### src/rtl/regfile_mp_pkg.sv
// Shared definitions for the multi-port register file and the stages that use it.
// Holds the sweep FSM state encoding and the default geometry.
package regfile_mp_pkg;

  localparam int DEF_ADDR = 5;
  localparam int DEF_SIZE = 32;

  typedef enum logic {
    ST_INIT = 1'b0,
    ST_RUN  = 1'b1
  } rf_state_e;

endpackage

### src/rtl/regfile_rd_mux.sv
// One combinational read lane of the register file.
// Applies write bypass (port 1 first) and the hardwired zero register.
module regfile_rd_mux #(
  parameter int ADDR    = 5,
  parameter int SIZE    = 32,
  parameter int ZERO_R0 = 1,
  parameter int BYPASS  = 1
) (
  input  logic            run_i,
  input  logic [ADDR-1:0] ra_i,
  input  logic [SIZE-1:0] arr_i,
  input  logic            we0_i,
  input  logic [ADDR-1:0] rw0_i,
  input  logic [SIZE-1:0] w0_i,
  input  logic            we1_i,
  input  logic [ADDR-1:0] rw1_i,
  input  logic [SIZE-1:0] w1_i,
  output logic [SIZE-1:0] rd_o
);

  always_comb begin
    rd_o = '0;
    if (run_i) begin
      if ((BYPASS != 0) && we1_i && (rw1_i == ra_i)) begin
        rd_o = w1_i;
      end else if ((BYPASS != 0) && we0_i && (rw0_i == ra_i)) begin
        rd_o = w0_i;
      end else begin
        rd_o = arr_i;
      end
      // Register 0 reads as zero even when a write to it is being bypassed.
      if ((ZERO_R0 != 0) && (ra_i == '0)) begin
        rd_o = '0;
      end
    end
  end

endmodule

### src/rtl/regfile_mp.sv
// Multi-port register file: NRD read lanes, two prioritised write ports and
// a post-reset initialisation sweep that fills every register before READY.
module regfile_mp
  import regfile_mp_pkg::*;
#(
  parameter int ADDR      = DEF_ADDR,
  parameter int SIZE      = DEF_SIZE,
  parameter int NRD       = 2,
  parameter int ZERO_R0   = 1,
  parameter int BYPASS    = 1,
  parameter int INIT_MODE = 1
) (
  input  logic                CLK,
  input  logic                RST_N,
  input  logic                WE0,
  input  logic [ADDR-1:0]     RW0,
  input  logic [SIZE-1:0]     busW0,
  input  logic                WE1,
  input  logic [ADDR-1:0]     RW1,
  input  logic [SIZE-1:0]     busW1,
  input  logic [NRD*ADDR-1:0] RA,
  output logic [NRD*SIZE-1:0] busR,
  output logic                READY
);

  localparam int NUMB = 2 ** ADDR;

  logic [SIZE-1:0] regs_q [NUMB];
  rf_state_e       state_q;
  logic [ADDR:0]   cnt_q;
  logic [ADDR:0]   cnt_d;
  logic            ready_q;
  logic            run;
  logic [SIZE-1:0] init_val;
  logic            we0_eff;
  logic            we1_eff;

  assign run      = (state_q == ST_RUN);
  assign cnt_d    = cnt_q + 1'b1;
  assign init_val = (INIT_MODE != 0) ? SIZE'(cnt_q[ADDR-1:0]) : '0;

  // Port 0 loses to port 1 on an address clash; register 0 may be read-only.
  assign we1_eff = RST_N && run && WE1 && !((ZERO_R0 != 0) && (RW1 == '0));
  assign we0_eff = RST_N && run && WE0 && !((ZERO_R0 != 0) && (RW0 == '0))
                   && !(WE1 && (RW1 == RW0));

  always_ff @(posedge CLK) begin
    if (!RST_N) begin
      state_q <= ST_INIT;
      cnt_q   <= '0;
      ready_q <= 1'b0;
    end else begin
      case (state_q)
        ST_INIT: begin
          cnt_q <= cnt_d;
          // The counter MSB rising marks the write of the last register.
          if (cnt_d[ADDR]) begin
            state_q <= ST_RUN;
            ready_q <= 1'b1;
          end
        end
        default: begin
          state_q <= ST_RUN;
          ready_q <= 1'b1;
        end
      endcase
    end
  end

  always_ff @(posedge CLK) begin
    if (RST_N && (state_q == ST_INIT)) begin
      regs_q[cnt_q[ADDR-1:0]] <= init_val;
    end else begin
      if (we0_eff) regs_q[RW0] <= busW0;
      if (we1_eff) regs_q[RW1] <= busW1;
    end
  end

  assign READY = ready_q;

  generate
    for (genvar gi = 0; gi < NRD; gi++) begin : g_rd
      regfile_rd_mux #(
        .ADDR   (ADDR),
        .SIZE   (SIZE),
        .ZERO_R0(ZERO_R0),
        .BYPASS (BYPASS)
      ) u_rd (
        .run_i (run),
        .ra_i  (RA[gi*ADDR +: ADDR]),
        .arr_i (regs_q[RA[gi*ADDR +: ADDR]]),
        .we0_i (WE0),
        .rw0_i (RW0),
        .w0_i  (busW0),
        .we1_i (WE1),
        .rw1_i (RW1),
        .w1_i  (busW1),
        .rd_o  (busR[gi*SIZE +: SIZE])
      );
    end
  endgenerate

endmodule

### config.mk
export PLATFORM = sky130hd
export DESIGN_NAME = regfile_mp
export DESIGN_NICKNAME = d
export VERILOG_FILES = /design/src/rtl/regfile_mp_pkg.sv /design/src/rtl/regfile_rd_mux.sv /design/src/rtl/regfile_mp.sv
export SDC_FILE = /design/constraint.sdc
export NUM_CORES = 2
export LEC_CHECK = 0
export CORE_MARGIN = 2
export CORE_UTILIZATION = 50
export DETAILED_ROUTE_END_ITERATION = 10
export GPL_TIMING_DRIVEN = 0
export PLACE_DENSITY_LB_ADDON = 0.1
export SLEW_MARGIN = 20
export SYNTH_ARGS = -nofsm -noshare
export SYNTH_HDL_FRONTEND = slang
export SYNTH_HIERARCHICAL = 1
export SYNTH_SLANG_ARGS = --single-unit
### constraint.sdc
create_clock -name CLK -period 4.6 [get_ports CLK]
set_clock_uncertainty 0.15 [all_clocks]
set_input_delay 0.92 -clock CLK [delete_from_list [all_inputs] [get_ports CLK]]
set_output_delay 0.92 -clock CLK [all_outputs]
set_load 0.05 [all_outputs]
**Word level (Yosys, flattened, before mapping)**

Memories as Yosys holds them, arrays and structs flattened.
Cells that the tools add are included.
W data, S select, Z words.

- Register bits after elaboration: 8
- Memory bits (writable): 1,024
- Input port bits: 88
- Logic and storage cells: 55
- Memories kept: 1

- Add/sub/neg operators: 1
- Equality and inequality tests: 5
- Muxes and demuxes: 23
- Bitwise gates (word level): 1
- Reductions and logical operators: 21

Memory list:

| memory | depth | width | read ports | clocked after memory_dff | wr ports | RTL line | text |
|---|---|---|---|---|---|---|---|
| regs_q | 32 | 32 | 2 | 0 | 2 | regfile_mp.sv:28 | `logic [SIZE-1:0] regs_q [NUMB];` |

Operators by type and width:

| cell | number |
|---|---|
| $mux W32 | 9 |
| $reduce_or A32 Y1 | 1 |
| $eq A5 B5 Y1 | 5 |
| $logic_not A5 Y1 | 4 |
| $mux W1 | 13 |
| $logic_and A1 B1 Y1 | 12 |
| $add A6 B1 Y6 const B | 1 |
| $mux W5 | 1 |
| $logic_not A1 Y1 | 3 |
| $reduce_bool A2 Y1 | 1 |
| $not A1 Y1 | 1 |

**Depth between registers and ports, before layout**

- Depth in word-level cells: 9
- Depth in mapped cells: 9
- Mapped depth without buffers: 6

**Hierarchy**

The synthesis kept the hierarchy.

By module, submodules not included:

| module | instances | cells each | area an instance (µm²) | sequential area each (µm²) |
|---|---|---|---|---|
| regfile_mp | 1 | 6,030 | 61,096.1 | 30,909.6 |
| regfile_rd_mux | 2 | 176 | 1,315.0 | 0.0 |

**Least setup slack after synthesis**

OpenSTA, ideal clock, no wires.

- Path kind: input-to-reg
- Start: input port RW1[3]
- End: memory regs_q[15][0], enable pin
- Data arrival time: 4,292 ps
- Setup slack: -308 ps
- Cell stages on the path: 7
- Path buffers: 3
- Cells stage by stage: clkbuf_1 > xnor2_1 > nand4_2 > buf_8 > buf_8 > o2111ai_2 > o21ai_0

RTL lines:

| what | RTL line | text |
|---|---|---|
| start: declaration | regfile_mp.sv:19 | `input logic [ADDR-1:0] RW1,` |
| end: declaration | regfile_mp.sv:28 |  |

**Worst setup path after layout**

- Start: input port RA[2]
- End: output port busR[27]

- Word-level cells in the longest chain between the ends: 6
- Elaborated cells between the ends (all ways): 10
- Those cells by class: eq/ne (2); mux (4); reduce/logical (3); memory (1)

Ends and longest elaborated chain:

| what | RTL line | text |
|---|---|---|
| start: declaration | regfile_mp.sv:21 | `input logic [NRD*ADDR-1:0] RA,` |
| parallel branches: the longest is 4 deep, another holds $mem_v2 Z32 W32 | n/a |  |
| $mux W32 (*) | regfile_rd_mux.sv:32 | `if ((ZERO_R0 != 0) && (ra_i == '0)) begin` |
| $mux W32 (*) | regfile_rd_mux.sv:23 | `if (run_i) begin` |
| end: declaration | regfile_mp.sv:22 | `output logic [NRD*SIZE-1:0] busR,` |

Mark *: on every way between the ends.

==> impl_metrics.yaml <==
worst_setup_path:
  critical_path.max_fanout: 10
  worstSetupStartpointType: "input port"
  endpoint_kind: "output pin"
  worstPathArrival_ps: 3700
  required_ps: 3530
  crit_type: "input port to output pin"
  r2r.worst_path.cells: 6
clocking:
  cts_tree: "built"
  cts.sinks: 1032
  path_clk_slew_ps: 60
  cts_hold_buf: 0
  cts-htree-levels: 3
  clock_latency_ps: 780
  root_buffer: "clkbuf_16"
  clk_path_buf_depth: 3
  cts_buffers: 117
die:
  io-pin-count: 153
  start_util_pct: 50.6
  die-area_um2: 130000
  num_rows: 130
  die_x_um: 361
  core-area_um2: 126000
  die_y_um: 361
logic_synthesis:
  syn_inst: 6382
  seq_area_frac_synth_pct: 48.5
  ys_warn_count: 6
  synthFlopType: "edfxtp_1"
  synth_nets: 6471
  ys_types: 60
  avgSynthCellArea_um2: 9.99
  synth_edf_count: 1024
  synth_top_area_share_pct: 48.3
  synth_top_cell_by_area: "edfxtp_1"
  synth_area_leaders: "edfxtp_1, mux2i_1, o21ai_0"
  async_flop_share_pct: 0
  synth-seq-cells: 1032
  syn_area_um2: 63700
layout:
  drive_gt1_share_pct: 15.1
  syn_to_final_growth_pct: 17.2
  nets: 6812
  final_common_cell: "nand2_1"
  final_cell_mix: "nand2_1, mux2i_1, edfxtp_1, o21ai_0, clkbuf_1"
drt:
  wl_mm: 316
  via_per_inst: 7.05
  vias: 59818
  detail_route.first_pass.iterations: 7
  postRouteAntennaNets: 0
  drt_iter0_drc: 10737
  drc: 0
  wl_per_cell_um: 37.3
run_status:
  failed_checks: "setup timing"
  outcome: "finished, violations left"
sta:
  slew_headroom_pct: 12.9
  drv_slew: 0
  rsz0062_at_grt: "yes"
  hold_violations: 0
  period_share_pct: 104
  fmax_mhz: 210
  tightest_slew_ps: 1300
  fin_ws_ps: -167
  whs_ps: 319
  setup_viol: 34
  min_period_ps: 4770
placed_design:
  dpl.hpwl_mm: 245
  dpl_worst_slack_ps: -1900
  port_buffers: 152
  gp_congestion: 1.06
grt:
  grt_start_max_net_pins: 25
  overflow: 0
  antenna_found_initial: 14
  track_usage_pct: 47.4
  grt_pass1_vias: 56287
  grt_pass1_wl_mm: 431
pwr:
  powerDensity_nw_per_um2: 298
  power_frac_comb_pct: 11.9
  clkPwrFrac_pct: 41.9
  total_power_mw: 22.3
  p_switching_mw: 6.16
  vdd_drop_max_v: 0.000337
  p_sw_share_pct: 27.6
  p_seq_share_pct: 46.2
  p_leak_nw: 26.4
  internal-power_mw: 16.1
job:
  max_cap_viol_count: 0
worst_hold_path:
  holdPathStages: 2
  holdCritPathClass: "flip-flop to flip-flop"
==> synth_stat cells, types with 6 or more instances <==
| cell | number |
|---|---|
| a21oi_1 | 193 |
| a22oi_1 | 320 |
| a31oi_1 | 135 |
| a31oi_2 | 84 |
| and2_1 | 13 |
| buf_1 | 13 |
| buf_2 | 206 |
| buf_4 | 6 |
| buf_6 | 46 |
| clkbuf_1 | 469 |
| clkbuf_2 | 7 |
| dfxtp_1 | 8 |
| edfxtp_1 | 1024 |
| inv_1 | 31 |
| mux2i_1 | 1025 |
| nand2_1 | 1077 |
| nand3_1 | 267 |
| nand3b_1 | 8 |
| nand4_1 | 134 |
| nor2_1 | 186 |
| nor2b_1 | 10 |
| o211ai_2 | 29 |
| o21ai_0 | 863 |
| o21ai_1 | 42 |
| o221ai_1 | 27 |
| o31ai_1 | 65 |
| xnor2_1 | 24 |
==> repair_timing <==
| item | CTS | global route |
|---|---|---|
| buffers inserted | 9 | 5 |
| gates resized for setup | 794 | 173 |
| setup endpoints to repair | 64 | 89 |
| gates cloned | 0 | 0 |
| pin swaps | 34 | 16 |
==> metal layers <==
metal  up-vias  share of wire [%]  global-route usage, %  routed length, um
met1     29097                 35                   58.5             110000
li1      24519                  -                      -                  -
met2      5093                 40                   66.5             128000
met3      1105                 13                   14.0              42400
met5         -              0.051                  0.703                160
met4         4                 11                   43.2              35300
==> cell families after synthesis <==
kind of cell	count (synthesis)	synth area share, %
simple gates	1736	11.8
compound gates	1779	17.6
buf+inv	781	5.64
fa+ha+maj	1	0.0196
xor+xnor	28	0.420
flops	1032	48.5
mux	1025	16.1
==> sequential cells by signal, summed over array words and instances, names as in the netlist <==
| register | cells |
|---|---|
| READY | 1 |
| run | 1 |
| cnt_q | 6 |
| regs_q | 1024 |
==> final cells by class <==
type / count / area, um^2
Antenna cell: 9 / 22.5
Timing Repair Buffer: 224 / 3000
Clock inverter: 70 / 556
Fill cell: 10709 / 51400
Tap cell: 1650 / 2060
Clock buffer: 146 / 3080
Inverter: 31 / 116
Multi-Input combinational cell: 4569 / 30500
Buffer: 748 / 4480
Sequential cell: 1032 / 30900
==> path summary, 6_finish.rpt <==
| check | from | endpoint | slack, ps |
|---|---|---|---|
| worst max register to register | run | regs_q[24][27] | 680 |
| worst max-delay path | RA[2] | busR[27] | -170 |
| worst min-delay path | READY | READY | 320 |
| worst min register to register | READY | READY | 320 |
==> power groups by stage <==
stage / combinational, mW / clock (mW) / sequential [mW]
floorplan: 1.19 / 0 / 10.5
finish: 2.64 / 9.33 / 10.3
global route: 2.61 / 9.57 / 10.3
detailed placement: 2.31 / 0 / 10.5
CTS: 2.44 / 9.17 / 10.3
global placement: 2.25 / 0 / 10.5
==> metrics by stage <==
step           instances  TNS [ps]  cell area, um^2  util, %
3_3_place_gp        8184  -2891960            67300     53.4
4_1_cts             8466      -679            74400     59.0
3_5_place_dp        8242   -433870            69400     55.1
6_report            8479     -2210            74700     59.2
5_1_grt             8472     -22.1            74700     59.2
2_1_floorplan       6382    -19680            63700        -
==> critical path, stage by stage <==
cell             delay (ps)
clkdlybuf4s15_2         400
nand2_2                 290
clkbuf_1                450
a21oi_1                 300
nand3_2                 270
nand4_1                 270
o21ai_0                 180
a31oi_2                 320
buf_4                   260
Power figures use the tool's default switching activity.
